===== src/rtl/uart_tx_arbiter_pkg.sv =====
// rtl/uart_tx_arbiter_pkg.sv - shared types, widths and helpers for the uart_tx arbiter
package uart_tx_arbiter_pkg;

  typedef enum logic [1:0] {IDLE, SEND, LOCK} state_t;

  localparam int DATA_W = 8;

  function automatic int idx_w(input int n);
    return (n <= 2) ? 1 : $clog2(n);
  endfunction

endpackage


===== src/rtl/uart_tx_arbiter_rr_pick.sv =====
// rtl/uart_tx_arbiter_rr_pick.sv - wrapping priority search starting at ptr
module rr_pick
  import uart_tx_arbiter_pkg::*;
#(
  parameter int N = 3,
  localparam int GW = idx_w(N)
) (
  input  logic [N-1:0]  req,
  input  logic [GW-1:0] ptr,
  output logic          any,
  output logic [GW-1:0] idx
);

  always_comb begin
    int j;
    any = 1'b0;
    idx = '0;
    j   = 0;
    // Wrap explicitly so non-power-of-2 N never yields an index >= N
    for (int k = 0; k < N; k++) begin
      j = int'(ptr) + k;
      if (j >= N) j = j - N;
      if (!any && req[j]) begin
        any = 1'b1;
        idx = GW'(j);
      end
    end
  end

endmodule


===== src/rtl/uart_tx_arbiter.sv =====
// rtl/uart_tx_arbiter.sv - round-robin, message-locked sharing of one uart_tx among N producers
module uart_tx_arbiter
  import uart_tx_arbiter_pkg::*;
#(
  parameter int N            = 3,
  parameter int LOCK_TIMEOUT = 1023,
  localparam int GW          = idx_w(N)
) (
  input  logic                clk,
  input  logic                rstn,
  input  logic [N-1:0]        req_vld,
  input  logic [DATA_W*N-1:0] req_data,
  input  logic [N-1:0]        req_last,
  output logic [N-1:0]        req_rdy,
  input  logic                rdy_tx,
  output logic                vld_tx,
  output logic [DATA_W-1:0]   d_tx,
  output logic [GW-1:0]       gnt_id,
  output logic                busy,
  output logic                lock_to
);

  localparam int TW                = (LOCK_TIMEOUT <= 2) ? 1 : $clog2(LOCK_TIMEOUT);
  localparam logic [TW-1:0] TMR_END = TW'(LOCK_TIMEOUT - 1);
  localparam logic [GW-1:0] IDX_END = GW'(N - 1);

  state_t        state, state_nxt;
  logic [GW-1:0] rr_ptr, ptr_adv, pick_idx, sel_idx;
  logic [TW-1:0] tmr;
  logic [N-1:0]  rdy_c;
  logic          last_q, pick_any, accept, expire, release_own;

  rr_pick #(.N(N)) u_pick (
    .req (req_vld),
    .ptr (rr_ptr),
    .any (pick_any),
    .idx (pick_idx)
  );

  assign ptr_adv = (gnt_id == IDX_END) ? '0 : gnt_id + GW'(1);
  assign req_rdy = rstn ? rdy_c : '0;
  assign busy    = (state != IDLE);

  always_comb begin
    state_nxt   = state;
    rdy_c       = '0;
    sel_idx     = pick_idx;
    accept      = 1'b0;
    expire      = 1'b0;
    release_own = 1'b0;
    case (state)
      IDLE: begin
        if (pick_any) begin
          rdy_c     = N'(1) << pick_idx;
          accept    = 1'b1;
          state_nxt = SEND;
        end
      end
      SEND: begin
        if (rdy_tx) begin
          state_nxt   = last_q ? IDLE : LOCK;
          release_own = last_q;
        end
      end
      LOCK: begin
        // Only the owner may continue; its byte beats a coincident timeout
        rdy_c   = N'(1) << gnt_id;
        sel_idx = gnt_id;
        if (req_vld[gnt_id]) begin
          accept    = 1'b1;
          state_nxt = SEND;
        end else if (tmr == TMR_END) begin
          expire      = 1'b1;
          release_own = 1'b1;
          state_nxt   = IDLE;
        end
      end
      default: state_nxt = IDLE;
    endcase
  end

  always_ff @(posedge clk or negedge rstn) begin
    if (!rstn) begin
      state   <= IDLE;
      vld_tx  <= 1'b0;
      d_tx    <= '0;
      gnt_id  <= '0;
      rr_ptr  <= '0;
      last_q  <= 1'b0;
      tmr     <= '0;
      lock_to <= 1'b0;
    end else begin
      state   <= state_nxt;
      lock_to <= expire;
      if (accept) begin
        d_tx   <= req_data[sel_idx*DATA_W +: DATA_W];
        last_q <= req_last[sel_idx];
        gnt_id <= sel_idx;
        vld_tx <= 1'b1;
      end
      if (state == SEND && rdy_tx) begin
        vld_tx <= 1'b0;
        if (!last_q) tmr <= '0;
      end
      if (release_own) rr_ptr <= ptr_adv;
      if (state == LOCK && !accept && !expire) tmr <= tmr + TW'(1);
    end
  end

endmodule


===== config.mk =====
export PLATFORM = sky130hd
export DESIGN_NAME = uart_tx_arbiter
export DESIGN_NICKNAME = d
export VERILOG_FILES = /design/src/rtl/uart_tx_arbiter_pkg.sv /design/src/rtl/uart_tx_arbiter_rr_pick.sv /design/src/rtl/uart_tx_arbiter.sv
export SDC_FILE = /design/constraint.sdc
export NUM_CORES = 1
export LEC_CHECK = 0
export CORE_MARGIN = 5
export CORE_UTILIZATION = 43
export CTS_BUF_LIST = sky130_fd_sc_hd__clkbuf_4 sky130_fd_sc_hd__clkbuf_8
export CTS_CLUSTER_SIZE = 14
export DETAILED_ROUTE_END_ITERATION = 10
export PLACE_DENSITY = 0.71
export SYNTH_ARGS = -nofsm -noshare
export SYNTH_HDL_FRONTEND = slang
export SYNTH_SLANG_ARGS = --single-unit

===== constraint.sdc =====
create_clock -name clk -period 8 [get_ports clk]
set_clock_uncertainty 0.05 [all_clocks]
set_input_delay 1.6 -clock clk [delete_from_list [all_inputs] [get_ports clk]]
set_output_delay 1.6 -clock clk [all_outputs]
set_load 0.01 [all_outputs]

==> summary by stage <==
CTS
Buffers inserted during clock tree synthesis total 3. The total number of clock tree sinks is 27. The number of hold buffers added after CTS was 0. The number of setup buffers added after CTS is 0. The buffer cell driving the clock tree root is clkbuf_8. The clock slew at the register clock pins of the worst setup and hold paths is 0.10 ns.

Counting along the longest clock path gives a buffer depth of 2. The TritonCTS clock tree is done. The clock latency of the later-clocked register in the worst-skew pair is 0.28 ns. In this run the number of H-tree levels came out at 1.

Post-CTS repair changed the size of 0 cells.

Placed design
The placed cell count is 323. At the placement stage, the worst setup path has a slack of 2.158 ns. Routability-driven placement finished with a final weighted congestion of 0.8610. The estimated wirelength of the detail-placed design is 3.710 mm.

The total of buffers placed on input and output ports is 48.

Timing
The time the final worst path needs with I/O delays and setup is 5.869 ns. The setup-violating endpoint count in the final report is 0. The hold violation count in the final report came to 0. The total count of max-transition violations in the final report is 0.

For the pin with the worst max-slew slack, the measured transition is 0.6246 ns. Setup repair after global routing left no endpoint under its margin. The total negative setup slack is 0 ns.

Headroom to the max-slew limit came out at 58.36%. The achievable frequency is 170.4 MHz. The post-layout worst setup margin is 2.131 ns. After layout, the worst path uses 73.36% of the clock period.

Logic synthesis
Synthesis inferred 27 register bits. Of the synthesized area, sequential elements account for 33.42%. In the synthesized netlist the dominant register cell turns out to be dfrtp_1. After synthesis, the share of cell area in mux cells is 5.879%.

The count of distinct cell types in the synthesized netlist is 51. The basic-gate share of the synthesized area counting and, or, nand and nor cells is 20.54%. The adder and majority gate portion of the synthesized area is 6.188%. The average footprint of a synthesized cell is 8.986 sq um. The commonest cells after synthesis are dfrtp_1, nand2_1, inv_1. The Yosys step of the flow raised 0 warnings. Of all flip-flops after synthesis, the portion carrying an async set or reset was 100.0%.

In this run the cell area of the synthesized design comes to 0.002022 sq mm. By area the synthesized netlist is led by dfrtp_1, ha_1, nand2_1. The synthesized design contains 0 enable-type register cells. Synthesis produced a netlist with a net count of 268. The largest family of logic cells by synthesized area is compound AO/OA/AOI/OAI gates. The compound-cell area share of the yosys netlist is 27.78%. The number of standard cells after synthesis is 225. Summed over all instances, the cell type with the most area after synthesis is dfrtp_1.

The most repeated cell in the gate-level netlist after synthesis is dfrtp_1. The area share of the leading cell type in the synthesized netlist is 33.42%. Summing the areas of all xor and xnor instances in the mapped netlist gives 1.300% of the synthesized area.

Critical path
STA classifies the critical path endpoint as an output port. The startpoint type of the worst setup path is an input pin. The maximum net fanout on the critical path is 8. For this run, the slowest stage of the critical path takes 0.54 ns.

The family of cells with the greatest summed delay on the critical path is buffers and inverters. The worst-path cell with the longest stage delay is clkdlybuf4s50_1. For the worst setup path, the data arrival time is 4.22 ns. Traced cell by cell, the critical path runs through clkdlybuf4s50_1 -> mux2_4 -> a21o_4 -> o21ai_0 -> o21ai_0 -> o32ai_1 -> nor2b_1 -> clkdlybuf4s50_1. The critical path contains buffers and inverters numbering 2 combined.

At the worst endpoint, the required time is 6.35 ns. The worst setup path is of the in2out kind.

GRT
The total overflow left after global routing is 0. The initial antenna violation count came to 0. The first global-routing pass estimated 7.997 mm of wire. The number of global-route vias before repair is 1,672. The global router's overall resource usage is 15.98%. Entering global routing, the biggest net connects 29 pins.

Finish
The post-route non-filler standard cell count is 327. The layout net count is 317. The antenna diode instance count is 0. The utilization after layout is 56.16%.

The layout cell share with drive strength beyond 1 is 13.55%. From synthesis to final layout, the design area changed by 28.59%.

Floorplanning
The I/O pin count is 49. The floorplan step set the die width to 78.57 um. The die is 78.57 um tall. For this configuration, the core starts out at a cell density of 43.68%. The floorplan has 25 rows. The die footprint is 0.006173 sq mm.

The core region is 0.004629 sq mm.

Power
The power per unit of standard cell area is 361.9 mW/mm^2. Overall power consumption after layout is estimated at 0.0009410 W. In this run the static leakage power is 1.137 nW. VDD sags by at most 0.0001686 V.

Route
After detailed routing, the number of remaining DRC violations is 0. The count of nets left with antenna violations once routing finished came out at 0. In the routed layout, each cell is associated on average with a via count of 5.468. The first detailed-routing pass took 4 iterations. The routed wire length is 4.895 mm. The initial detailed-routing violation count is 59. Dividing the detail-routed wire length by the instance count gives 14.97 um. The total number of vias is 1,788.

Run status
The flow ran to the end, and the final reports show no timing, DRC or antenna violations.

Hold path
The type of the worst min-delay path is reg2reg.

Flow run
The tool flagged a number of max-cap violations equal to 0.
layout by cell type (no fill, tap or decap), types with 9 or more instances in the layout:
master           Yosys  final
or2_2               10     10
nand2_1             24     24
clkdlybuf4s50_1      0     48
dfrtp_1             27     27
a21oi_1             13     13
nor2_1              11     11
o21ai_0             11     11
ha_1                10     10
o22ai_1              9      9
inv_1               19     19
o221ai_1             9      9
tightest hold or removal path, cell delays in order, from the launching register on:
cell and delay [ns]:
dfrtp_1 0.35, nand2_1 0.06, o221ai_2 0.06
metal layers:
layer	track usage (%)	share of wire, %	vias up
li1	-	-	913
met1	21.00	45	844
met2	26.99	51	29
met3	3.326	3.3	2
met4	3.322	0.59	0
met5	0	0	-
stage by stage:
stage / hold slack [ns] / cell area, sq um
5_1_grt: 0.4671 / 2600
6_report: 0.4502 / 2600
4_1_cts: 0.4521 / 2600
3_3_place_gp: 0.4245 / 2550
2_1_floorplan: 0.4310 / 2022
3_5_place_dp: 0.4274 / 2550
power by group:
group / switching (W) / total [W] / internal [W]
Combinational: 0.000348 / 0.000633 / 0.000284
Clock: 0.0000458 / 0.0000824 / 0.0000366
Sequential: 0.0000428 / 0.000226 / 0.000183
cell type report:
class,instances,area [sq um]
clock buffers,3,41.29
clock inverters,1,8.758
fillers,435,2029
inverters,19,71.32
multi-input cells,174,1247
flip-flops and latches,27,675.6
well taps,54,67.56
repair buffers,49,488.0
path summary, 6_finish.rpt:
check	end	slack (ns)	cells past startpoint	start
min in group asynchronous	d_tx[2]$_DFFE_PN0P_	1.64	2	rstn
min	d_tx[6]$_DFFE_PN0P_	0.45	2	d_tx[6]$_DFFE_PN0P_
min reg2reg	d_tx[6]$_DFFE_PN0P_	0.45	2	d_tx[6]$_DFFE_PN0P_
max	req_rdy[1]	2.13	8	req_vld[1]
max reg2reg	d_tx[1]$_DFFE_PN0P_	5.28	8	rr_ptr[1]$_DFFE_PN0P_
max in group asynchronous	tmr[1]$_DFFE_PN0P_	5.99	2	rstn
flip-flops by register name, summed over array words and instances, names as in the netlist:
name,flops
d_tx,8
gnt_id,2
last_q,1
lock_to,1
rr_ptr,2
state,2
tmr,10
vld_tx,1
kinds of logic after synthesis:
group,Yosys count
simple gates,77
compound gates,73
flops,27
buf+inv,24
mux,11
fa+ha+maj,10
xor+xnor,3
Power figures use the tool's default switching activity.
